--- src/rtl/meteor_field.sv ---
`timescale 1ns/1ps
// meteor_field: falling meteorite obstacle field with spawn, fall, retire, scoring and freeze-on-collision.
// Optional define SPEED_RAMP_EN makes the fall step grow with the score (capped at 8 px/frame).
module meteor_field #(
  parameter int          obj_num      = 4,
  parameter int          SPAWN_PERIOD = 40,
  parameter int          FALL_STEP    = 2,
  parameter int          Y_LIMIT      = 479,
  parameter int          SIZE_MIN     = 8,
  parameter logic [15:0] SEED         = 16'hACE1
) (
  input  logic        frame_clk,
  input  logic        Reset,
  input  logic        Ball_die,
  output logic [9:0]  enemy_x      [obj_num],
  output logic [9:0]  enemy_y      [obj_num],
  output logic [9:0]  enemy_size   [obj_num],
  output logic        enermy_alive [obj_num],
  output logic [15:0] score,
  output logic        frozen
);

  localparam logic [15:0] RELOAD = 16'(SPAWN_PERIOD - 1);

  typedef enum logic {RUN, FROZEN} state_t;

  state_t      state, state_next;
  logic        run_en;
  logic [15:0] lfsr, lfsr_next;
  logic [15:0] spawn_cnt;
  logic [3:0]  step;
  logic [10:0] fall_next  [obj_num];
  logic        retire     [obj_num];
  logic        spawn_sel  [obj_num];
  logic        any_free;
  logic        spawn;
  logic [9:0]  spawn_x, spawn_size;
  logic [16:0] retire_cnt, score_sum;
  logic [15:0] score_next;

  always_ff @(posedge frame_clk or posedge Reset) begin
    if (Reset) state <= RUN;
    else       state <= state_next;
  end

  // Freezing is terminal; only Reset brings the field back to RUN.
  always_comb begin
    state_next = state;
    case (state)
      RUN:     if (Ball_die) state_next = FROZEN;
      FROZEN:  state_next = FROZEN;
      default: state_next = RUN;
    endcase
  end

  always_comb begin
    run_en = (state == RUN) && !Ball_die;
    frozen = (state == FROZEN);
  end

`ifdef SPEED_RAMP_EN
  logic [16:0] ramp;
  always_comb begin
    ramp = 17'(FALL_STEP) + {4'b0, score[15:3]};
    step = (ramp > 17'd8) ? 4'd8 : ramp[3:0];
  end
`else
  assign step = 4'(FALL_STEP);
`endif

  // Fall in 11 bits so a meteor near the bottom cannot wrap back to the top.
  always_comb begin
    any_free   = 1'b0;
    retire_cnt = '0;
    for (int i = 0; i < obj_num; i++) begin
      spawn_sel[i] = 1'b0;
      fall_next[i] = {1'b0, enemy_y[i]} + {7'b0, step};
      retire[i]    = enermy_alive[i] && (fall_next[i] > 11'(Y_LIMIT));
      if (!enermy_alive[i] && !any_free) begin
        spawn_sel[i] = 1'b1;
        any_free     = 1'b1;
      end
      retire_cnt = retire_cnt + {16'b0, retire[i]};
    end
  end

  always_comb begin
    lfsr_next  = {lfsr[14:0], lfsr[15] ^ lfsr[13] ^ lfsr[12] ^ lfsr[10]};
    spawn      = run_en && (spawn_cnt == 16'd0) && any_free;
    spawn_x    = {1'b0, lfsr[8:0]} + 10'd40;
    spawn_size = 10'(SIZE_MIN) + {6'b0, lfsr[12:9]};
    score_sum  = {1'b0, score} + retire_cnt;
    score_next = score_sum[16] ? 16'hFFFF : score_sum[15:0];
  end

  // Counter parks at zero while every slot is busy, so the spawn fires as soon as one frees up.
  always_ff @(posedge frame_clk or posedge Reset) begin
    if (Reset) begin
      lfsr      <= SEED;
      spawn_cnt <= RELOAD;
      score     <= '0;
      for (int i = 0; i < obj_num; i++) begin
        enemy_x[i]      <= '0;
        enemy_y[i]      <= '0;
        enemy_size[i]   <= '0;
        enermy_alive[i] <= 1'b0;
      end
    end else if (run_en) begin
      lfsr  <= lfsr_next;
      score <= score_next;
      if (spawn_cnt != 16'd0)
        spawn_cnt <= spawn_cnt - 16'd1;
      else if (any_free)
        spawn_cnt <= RELOAD;
      for (int i = 0; i < obj_num; i++) begin
        if (spawn && spawn_sel[i]) begin
          enermy_alive[i] <= 1'b1;
          enemy_y[i]      <= '0;
          enemy_x[i]      <= spawn_x;
          enemy_size[i]   <= spawn_size;
        end else if (retire[i]) begin
          enermy_alive[i] <= 1'b0;
        end else if (enermy_alive[i]) begin
          enemy_y[i] <= fall_next[i][9:0];
        end
      end
    end
  end

endmodule

--- config.mk ---
export PLATFORM = sky130hd
export DESIGN_NAME = meteor_field
export DESIGN_NICKNAME = d
export VERILOG_FILES = /design/src/rtl/meteor_field.sv
export SDC_FILE = /design/constraint.sdc
export NUM_CORES = 1
export LEC_CHECK = 0
export CORE_MARGIN = 10
export CORE_UTILIZATION = 40
export CTS_BUF_LIST = sky130_fd_sc_hd__clkbuf_4 sky130_fd_sc_hd__clkbuf_8 sky130_fd_sc_hd__clkbuf_16
export DETAILED_ROUTE_END_ITERATION = 7
export GPL_ROUTABILITY_DRIVEN = 0
export GPL_TIMING_DRIVEN = 0
export HOLD_SLACK_MARGIN = 0.15
export SYNTH_ARGS = -nofsm -noshare
export SYNTH_HDL_FRONTEND = slang
export SYNTH_SLANG_ARGS = --single-unit
--- constraint.sdc ---
create_clock -name frame_clk -period 6.6 [get_ports frame_clk]
set_clock_uncertainty 0.15 [all_clocks]
set_input_delay 0.66 -clock frame_clk [delete_from_list [all_inputs] [get_ports frame_clk]]
set_output_delay 0.66 -clock frame_clk [all_outputs]
set_load 0.03 [all_outputs]
==> parameters.txt, run 1 <==
Parameter                              Value

Run status
  Run status ... finished, final reports clean

Clock tree
  Number of resized instances in the post-cts repair step ... 0
  Number of hold buffers added after cts ... 0
  Post-CTS Setup Inserts ... 0
  Total number of H-tree levels ... 4
  Clock tree from TritonCTS ... done
  Number of buffers on the longest clock path ... 2
  Total number of clock tree sinks ... 149
  Number of buffers created by CTS ... 17
  Clock network latency to the later pin of the worst-skew pair ... about 0.43 ns
  Register clock-pin slew on the reported worst setup and hold paths ... ~0.060 ns
  Cell at the root of the clock tree ... clkbuf_16

Drt
  DRT Pass-1 Iters ... 4
  Antenna viol nets, final ... 0
  Final routed DRC violation total ... 0
  Final wirelength ... ~19 mm
  DR WL/cell ... about 17 µm
  Via count ... approximately 6,000
  Number of DRC markers in iteration 0 ... 358
  Ratio of routed vias to standard cells ... ~5.2

Power
  Internal power component ... between 1.5 and 2 mW
  P_leak ... 4.28 nW
  Worst supply voltage drop on vdd ... 0.000199 V
  Clock share of power ... 0.473
  Combinational cell fraction of total power ... 0.059
  Fraction of power spent switching nets ... 0.238
  Pwr Density ... approximately 220 mW/mm²
  Total net switching power ... 482 µW
  Part of the total power dissipated in sequential elements ... 0.469
  Total power ... 2.02 mW

Worst hold path
  Type of the tightest min-delay check ... reg -> reg
  Worst min-delay path endpoint ... enemy_x[1]$_DFFE_PP0P_
  Launch instance of the worst min-delay path ... enemy_x[1]$_DFFE_PP0P_
  Hold Path Stages ... 2

STA
  Setup repair after global routing missed its margin ... false
  Slew at the pin closest to its max-slew limit ... about 0.65 ns
  Count of final max-slew check failures ... 0
  Final hold viol count ... 0
  Relative slew slack ... 0.562
  Setup violations, final ... 0
  Post-route minimum period ... between 4 and 5 ns
  Part of the cycle the worst path needs ... 0.699
  Maximum clock rate ... ~220 MHz
  Aggregate negative setup slack ... 0 ns

Floorplanning
  DIE WIDTH ... ~150 µm
  Number of core rows ... 48
  Area of the placeable core ... about 0.017 mm²
  Starting utilization of the core area ... 0.412
  Vertical die dimension ... 154 µm
  Count of boundary I/O pins ... about 140
  Full die area ... 0.0237 mm²

Synth
  Proportion of synthesized chip area in sequential cells ... 0.522
  Area of the mapped netlist ... 0.00717 mm²
  Leading area contributor after synthesis ... dfrtp_1
  Share of flip-flops with an asynchronous set or reset after synthesis ... 1.00
  Number of flops mapped to enable cells by yosys ... 0
  Commonest register cell after synthesis ... dfrtp_1
  Number of synthesized register bits ... 149
  Average size of a mapped cell ... 9.70 µm²
  Portion of synthesized cell area occupied by the leading cell type ... 0.478
  Number of warnings issued by yosys ... 0
  Largest cells by area after synthesis ... dfrtp_1 (48%), nand2_1 (9.8%), dfstp_2 (4.4%)
  Count of unique library cells instantiated by Yosys ... 60
  Cell count after synthesis ... ~740

GRT
  First-pass GRT wire length ... 31.2 mm
  Number of antenna violations at the first check in global routing ... 0
  GRT overflow ... 0
  Vias in the first global route ... 5,806
  Maximum number of pins on one net before global-route repair ... roughly 100
  Tot GR Track Use ... 0.161

Place
  Count of buffers from port buffering ... between 100 and 150
  Total placed cells including tap cells ... between 1,000 and 1,500
  HPWL after detailed placement ... approximately 14 mm

Cells and area
  Ratio of cells with drive above 1 in the final layout ... 0.117
  Syn-to-layout area delta ... 30.3%
  Non-filler cells in the finished layout ... 1,139
  Antenna Diode Count ... 0
  Post-layout nets ... 919

Worst setup path
  Category of the critical setup timing path ... reg -> reg
  Kind of end point of the critical path ... flop
  Worst reg-to-reg path cell count ... 16
  Crit path DAT ... 4.76 ns
  Highest net fanout along the worst path ... 10
  CP required ... 6.74 ns
  Launching point of the worst reg2reg path ... enemy_y[1]$_DFFE_PP0P_
  Reg2Reg Capture Point ... score[5]$_DFFE_PP0P_
  Setup crit start kind ... flop
  Reg2Reg Setup Slack ... 1.98 ns

Run
  Max_cap viols ... 0
## metrics by stage
step / setup WS [ns] / hold WS, ns / util / cell area, µm²
after global placement: -0.262 / 0.303 / 0.501 / 8730
after detailed placement: 2.00 / 0.312 / 0.503 / 8760
after floorplan: 1.80 / 0.290 / - / 7260
after global routing: 1.61 / 0.343 / 0.536 / 9340
final: 1.98 / 0.324 / 0.536 / 9340
after CTS: 1.98 / 0.328 / 0.536 / 9340
## worst max path at each step
stage / to / slack (ns) / depth (start not counted) / start
after detailed placement: score[10]$_DFFE_PP0P_ / 2.00 / 16 / enemy_y[1]$_DFFE_PP0P_
after CTS: score[5]$_DFFE_PP0P_ / 1.98 / 16 / enemy_y[1]$_DFFE_PP0P_
after global routing: score[4]$_DFFE_PP0P_ / 1.61 / 16 / enemy_y[1]$_DFFE_PP0P_
after floorplan: enemy_size[0]$_DFFE_PP0P_ / 1.80 / 1 / Reset
final: score[5]$_DFFE_PP0P_ / 1.98 / 16 / enemy_y[1]$_DFFE_PP0P_
after global placement: enemy_y[38]$_DFFE_PP0P_ / -0.26 / 2 / Reset
## Yosys cell counts, types with 5 or more instances
cell type,count
a21oi_1,17
and2_1,13
and3_1,8
and4_1,5
buf_4,24
clkbuf_1,24
dfrtp_1,137
dfstp_2,12
ha_1,13
inv_1,11
mux2_2,18
mux2_4,6
mux2i_1,11
nand2_1,188
nand3_1,29
nand4_1,11
nor2_1,30
nor3_1,14
nor4_1,12
o211ai_1,6
o21a_1,5
o21ai_0,50
o31ai_1,5
or3_1,8
or4_1,6
xnor2_1,12
xor2_1,12
## power groups by stage
| stage | sequential [mW] | combinational [mW] | clock, mW |
|---|---|---|---|
| after CTS | 0.949 | 0.120 | 0.975 |
| after global placement | 0.965 | 0.115 | 0 |
| after global routing | 0.951 | 0.132 | 1.02 |
| after detailed placement | 0.965 | 0.120 | 0 |
| final | 0.949 | 0.119 | 0.957 |
| after floorplan | 0.979 | 0.0677 | 0 |
## cells by family (layout without fill, tap and decap cells)
kind of cell             after synthesis  in the layout  share of synthesized area
AND/OR/NAND/NOR                      340            340                      0.221
flip-flops                           149            149                      0.522
AO/OA/AOI/OAI                        108            108                     0.0914
buffers and inverters                 67            219                     0.0511
multiplexers                          35             35                     0.0562
XOR/XNOR                              24             24                     0.0293
adder cells (fa/ha/maj)               15             15                     0.0283
other                                  1             24                   0.000523
## final cells by class
class	instances	area, µm²
plain buffers	56	325
clock buffers	20	448
clock inverters	12	133
fillers	1614	8070
inverters	11	46.3
multi-input cells	546	3150
flip-flops and latches	149	3740
well taps	225	282
repair buffers	120	1220
## worst max-delay path, cell delays in order, from the launching register on
cell and delay [ns]:
dfrtp_1 0.44, ha_1 0.27, nand3_1 0.21, or2_2 0.33
a21oi_1 0.19, or3_1 0.25, nand2_1 0.10, xnor2_1 0.15
ha_1 0.30, fa_1 0.46, fa_1 0.39, and3_1 0.17
clkbuf_1 0.17, nand3_1 0.19, or3_1 0.23, clkbuf_1 0.37
nand2_1 0.10
## per-layer routing
layer	GRT usage	vias up	routed length [µm]
met5	0	-	0
met4	0.0490	0	194
met3	0.0533	15	1210
met2	0.261	159	9220
met1	0.198	2907	8250
li1	-	2835	-
## sequential cells by signal, summed over array words and instances (netlist names)
name	count
lfsr	16
spawn_cnt	16
enermy_alive	4
enemy_x	40
enemy_y	36
score	16
frozen	1
enemy_size	20
## cell usage in the layout, fill, tap and decap left out, types with 6 or more instances in the layout
cell type	netlist	routed
nand2_1	188	188
dfrtp_1	137	137
clkdlybuf4s50_1	0	119
o21ai_0	50	50
nor2_1	30	30
nand3_1	29	29
clkbuf_1	24	24
buf_4	24	24
conb_1	1	24
mux2_2	18	18
a21oi_1	17	17
clkbuf_16	0	17
nor3_1	14	14
and2_1	13	13
ha_1	13	13
nor4_1	12	12
xnor2_1	12	12
xor2_1	12	12
dfstp_2	12	12
nand4_1	11	11
mux2i_1	11	11
inv_1	11	10
and3_1	8	8
or3_1	8	8
or4_1	6	6
o211ai_1	6	6
mux2_4	6	6
Note: power is estimated with default switching activity, not from simulation.
==> run 2, diff against run 1 <==
==> constraint.sdc (replaced) <==
create_clock -name frame_clk -period 4.39 [get_ports frame_clk]
set_clock_uncertainty 0.15 [all_clocks]
set_input_delay 0.439 -clock frame_clk [delete_from_list [all_inputs] [get_ports frame_clk]]
set_output_delay 0.439 -clock frame_clk [all_outputs]
set_load 0.03 [all_outputs]
==> run 2 against run 1 <==
Compared with the run above:
- final area rose by 0.67%
- global-route usage fell by 0.26 points
- cell count increased by 0.26%
- sequential power grew 51%
- core utilization is 0.36 points higher
- sequential share of layout area shrank 0.24 points
- critical path depth did not move
- total power up 47%
- register-to-register slack lost 1.7 ns
- worst setup slack got worse by 1.7 ns
- largest cell class unchanged
- largest power group is now registers
- highest routed layer unchanged
==> parameters.txt, run 2 (synthesized netlist as in run 1, its figures left out) <==
Parameter                              Value

Clock tree
  Register clock-pin slew on the reported worst setup and hold paths ... ~0.07 ns
  Number of hold buffers added after cts ... 0
  Total number of clock tree sinks ... 149
  Clock tree from TritonCTS ... done
  Total number of H-tree levels ... 4
  Number of buffers created by CTS ... 17
  Number of buffers on the longest clock path ... 2
  Cell at the root of the clock tree ... clkbuf_16
  Clock network latency to the later pin of the worst-skew pair ... 0.43 ns

Worst setup path
  Launching point of the worst reg2reg path ... enemy_y[1]$_DFFE_PP0P_
  Category of the critical setup timing path ... reg -> reg
  Capture point of the critical path ... score[4]$_DFFE_PP0P_
  Kind of end point of the critical path ... flop
  CP required ... 4.55 ns
  Highest net fanout along the worst path ... 10
  Setup crit start kind ... flop
  Crit path DAT ... 4.27 ns
  Worst reg-to-reg path cell count ... 16
  Launching instance or port of the critical path ... enemy_y[1]$_DFFE_PP0P_
  Reg2Reg Capture Point ... score[4]$_DFFE_PP0P_
  Reg2Reg Setup Slack ... 0.28 ns

Cells and area
  Post-route design area ... 0.00941 mm²
  Area occupied by multi-input gates ... around 0.0032 mm²
  Ratio of cells with drive above 1 in the final layout ... 0.130
  Register ranked first by flip-flop count ... enemy_x
  Number of fill cells in the layout ... 1,607
  Sequential cell area ... 0.00375 mm²
  Syn-to-layout area delta ... 31.2%
  Non-filler cells in the finished layout ... 1,142
  Registers with the most flip-flops ... enemy_x (40), enemy_y (36), enemy_size (20)
  Max FFs per register ... 40
  Final core utilization ... 0.540
  Leading cell type in the layout, fill and taps excluded ... nand2_1
  Commonest non-fill, non-tap cells in the layout ... nand2_1 (188), dfrtp_1 (135), clkdlybuf4s50_1 (119), o21ai_0 (50), nor2_1 (30)
  Antenna Diode Count ... 0
  Post-layout nets ... 922

Drt
  DR WL/cell ... about 16 µm
  DRT Pass-1 Iters ... 5
  Ratio of routed vias to standard cells ... 5.06
  Number of DRC markers in iteration 0 ... 342
  Final wirelength ... about 19 mm
  Final routed DRC violation total ... 0
  Via count ... 5,773
  Antenna viol nets, final ... 0

Run status
  Run status ... finished, final reports clean

Floorplanning
  Area of the placeable core ... between 0.015 and 0.02 mm²
  Count of boundary I/O pins ... about 140
  Full die area ... 0.0237 mm²
  Starting utilization of the core area ... 0.412
  Number of core rows ... 48
  Vertical die dimension ... 154 µm
  DIE WIDTH ... roughly 150 µm

Place
  Count of buffers from port buffering ... 119
  Worst slack, placed ... -0.206 ns
  HPWL after detailed placement ... 14.0 mm
  Total cell area at the placement stage ... around 0.009 mm²
  Total placed cells including tap cells ... 1,110

Run
  Max_cap viols ... 0

Power
  Pwr Density ... 317 mW/mm²
  Worst supply voltage drop on vdd ... between 0.0002 and 0.0003 V
  P_leak ... 4.28 nW
  Total power ... 2.98 mW

STA
  Slew at the pin closest to its max-slew limit ... 0.672 ns
  Post-route minimum period ... 4.11 ns
  Setup violations, final ... 0
  Final Worst Setup Slack ... 0.283 ns
  Final hold viol count ... 0
  Aggregate negative setup slack ... 0 ns
  Maximum clock rate ... 243 MHz
  Relative slew slack ... 0.549
  Count of final max-slew check failures ... 0
  Part of the cycle the worst path needs ... 0.936
  Worst hold-check slack ... 0.234 ns

Worst hold path
  Type of the tightest min-delay check ... in -> async

GRT
  Maximum number of pins on one net before global-route repair ... 38
  First-pass GRT wire length ... 30.7 mm
  Number of antenna violations at the first check in global routing ... 0
  GRT overflow ... 0
  Tot GR Track Use ... 0.158
  Vias in the first global route ... 5,757
run 2: metal layers:
| layer | vias up | GRT usage | wire (µm) |
|---|---|---|---|
| met5 | - | 0 | 0 |
| met4 | 0 | 0.0558 | 274 |
| met3 | 17 | 0.0519 | 1300 |
| met2 | 138 | 0.252 | 8820 |
| met1 | 2776 | 0.196 | 8320 |
| li1 | 2842 | - | - |
run 2: worst min path at each step:
stage | startpoint | to
floorplan | lfsr[14]$_DFFE_PP0P_ | lfsr[15]$_DFFE_PP1P_
global placement | lfsr[14]$_DFFE_PP0P_ | lfsr[15]$_DFFE_PP1P_
detailed placement | lfsr[15]$_DFFE_PP1P_ | lfsr[15]$_DFFE_PP1P_
CTS | Reset | score[11]$_DFFE_PP0P_
global route | Reset | score[11]$_DFFE_PP0P_
finish | Reset | score[11]$_DFFE_PP0P_
run 2: what timing repair did:
item                       in CTS  in global routing
setup buffers                   0                  0
setup endpoints to repair      10                 16
gates resized for setup         3                  8
run 2: critical path, stage by stage (launching register included):
cell	delay, ns
dfrtp_2	0.42
ha_2	0.23
nand3_1	0.19
or2_2	0.35
a21oi_2	0.17
or3_4	0.18
nand2_1	0.07
xnor2_1	0.15
ha_1	0.31
fa_1	0.47
fa_1	0.40
and3_1	0.18
clkbuf_1	0.17
nand3_2	0.14
or3_4	0.16
clkbuf_4	0.19
nand2_1	0.07
run 2: power by group:
group / switching, mW / internal, mW
Combinational: 0.119 / 0.0654
Sequential: 0.0264 / 1.40
Clock: 0.615 / 0.752
Total: 0.760 / 2.22
run 2: final cells by class:
class	instances	share of cell area
Sequential cell	149	0.398
Multi-Input combinational cell	546	0.338
Timing Repair Buffer	123	0.135
Clock buffer	18	0.0467
Buffer	56	0.0350
Tap cell	225	0.0299
Clock inverter	14	0.0125
Inverter	11	0.00479
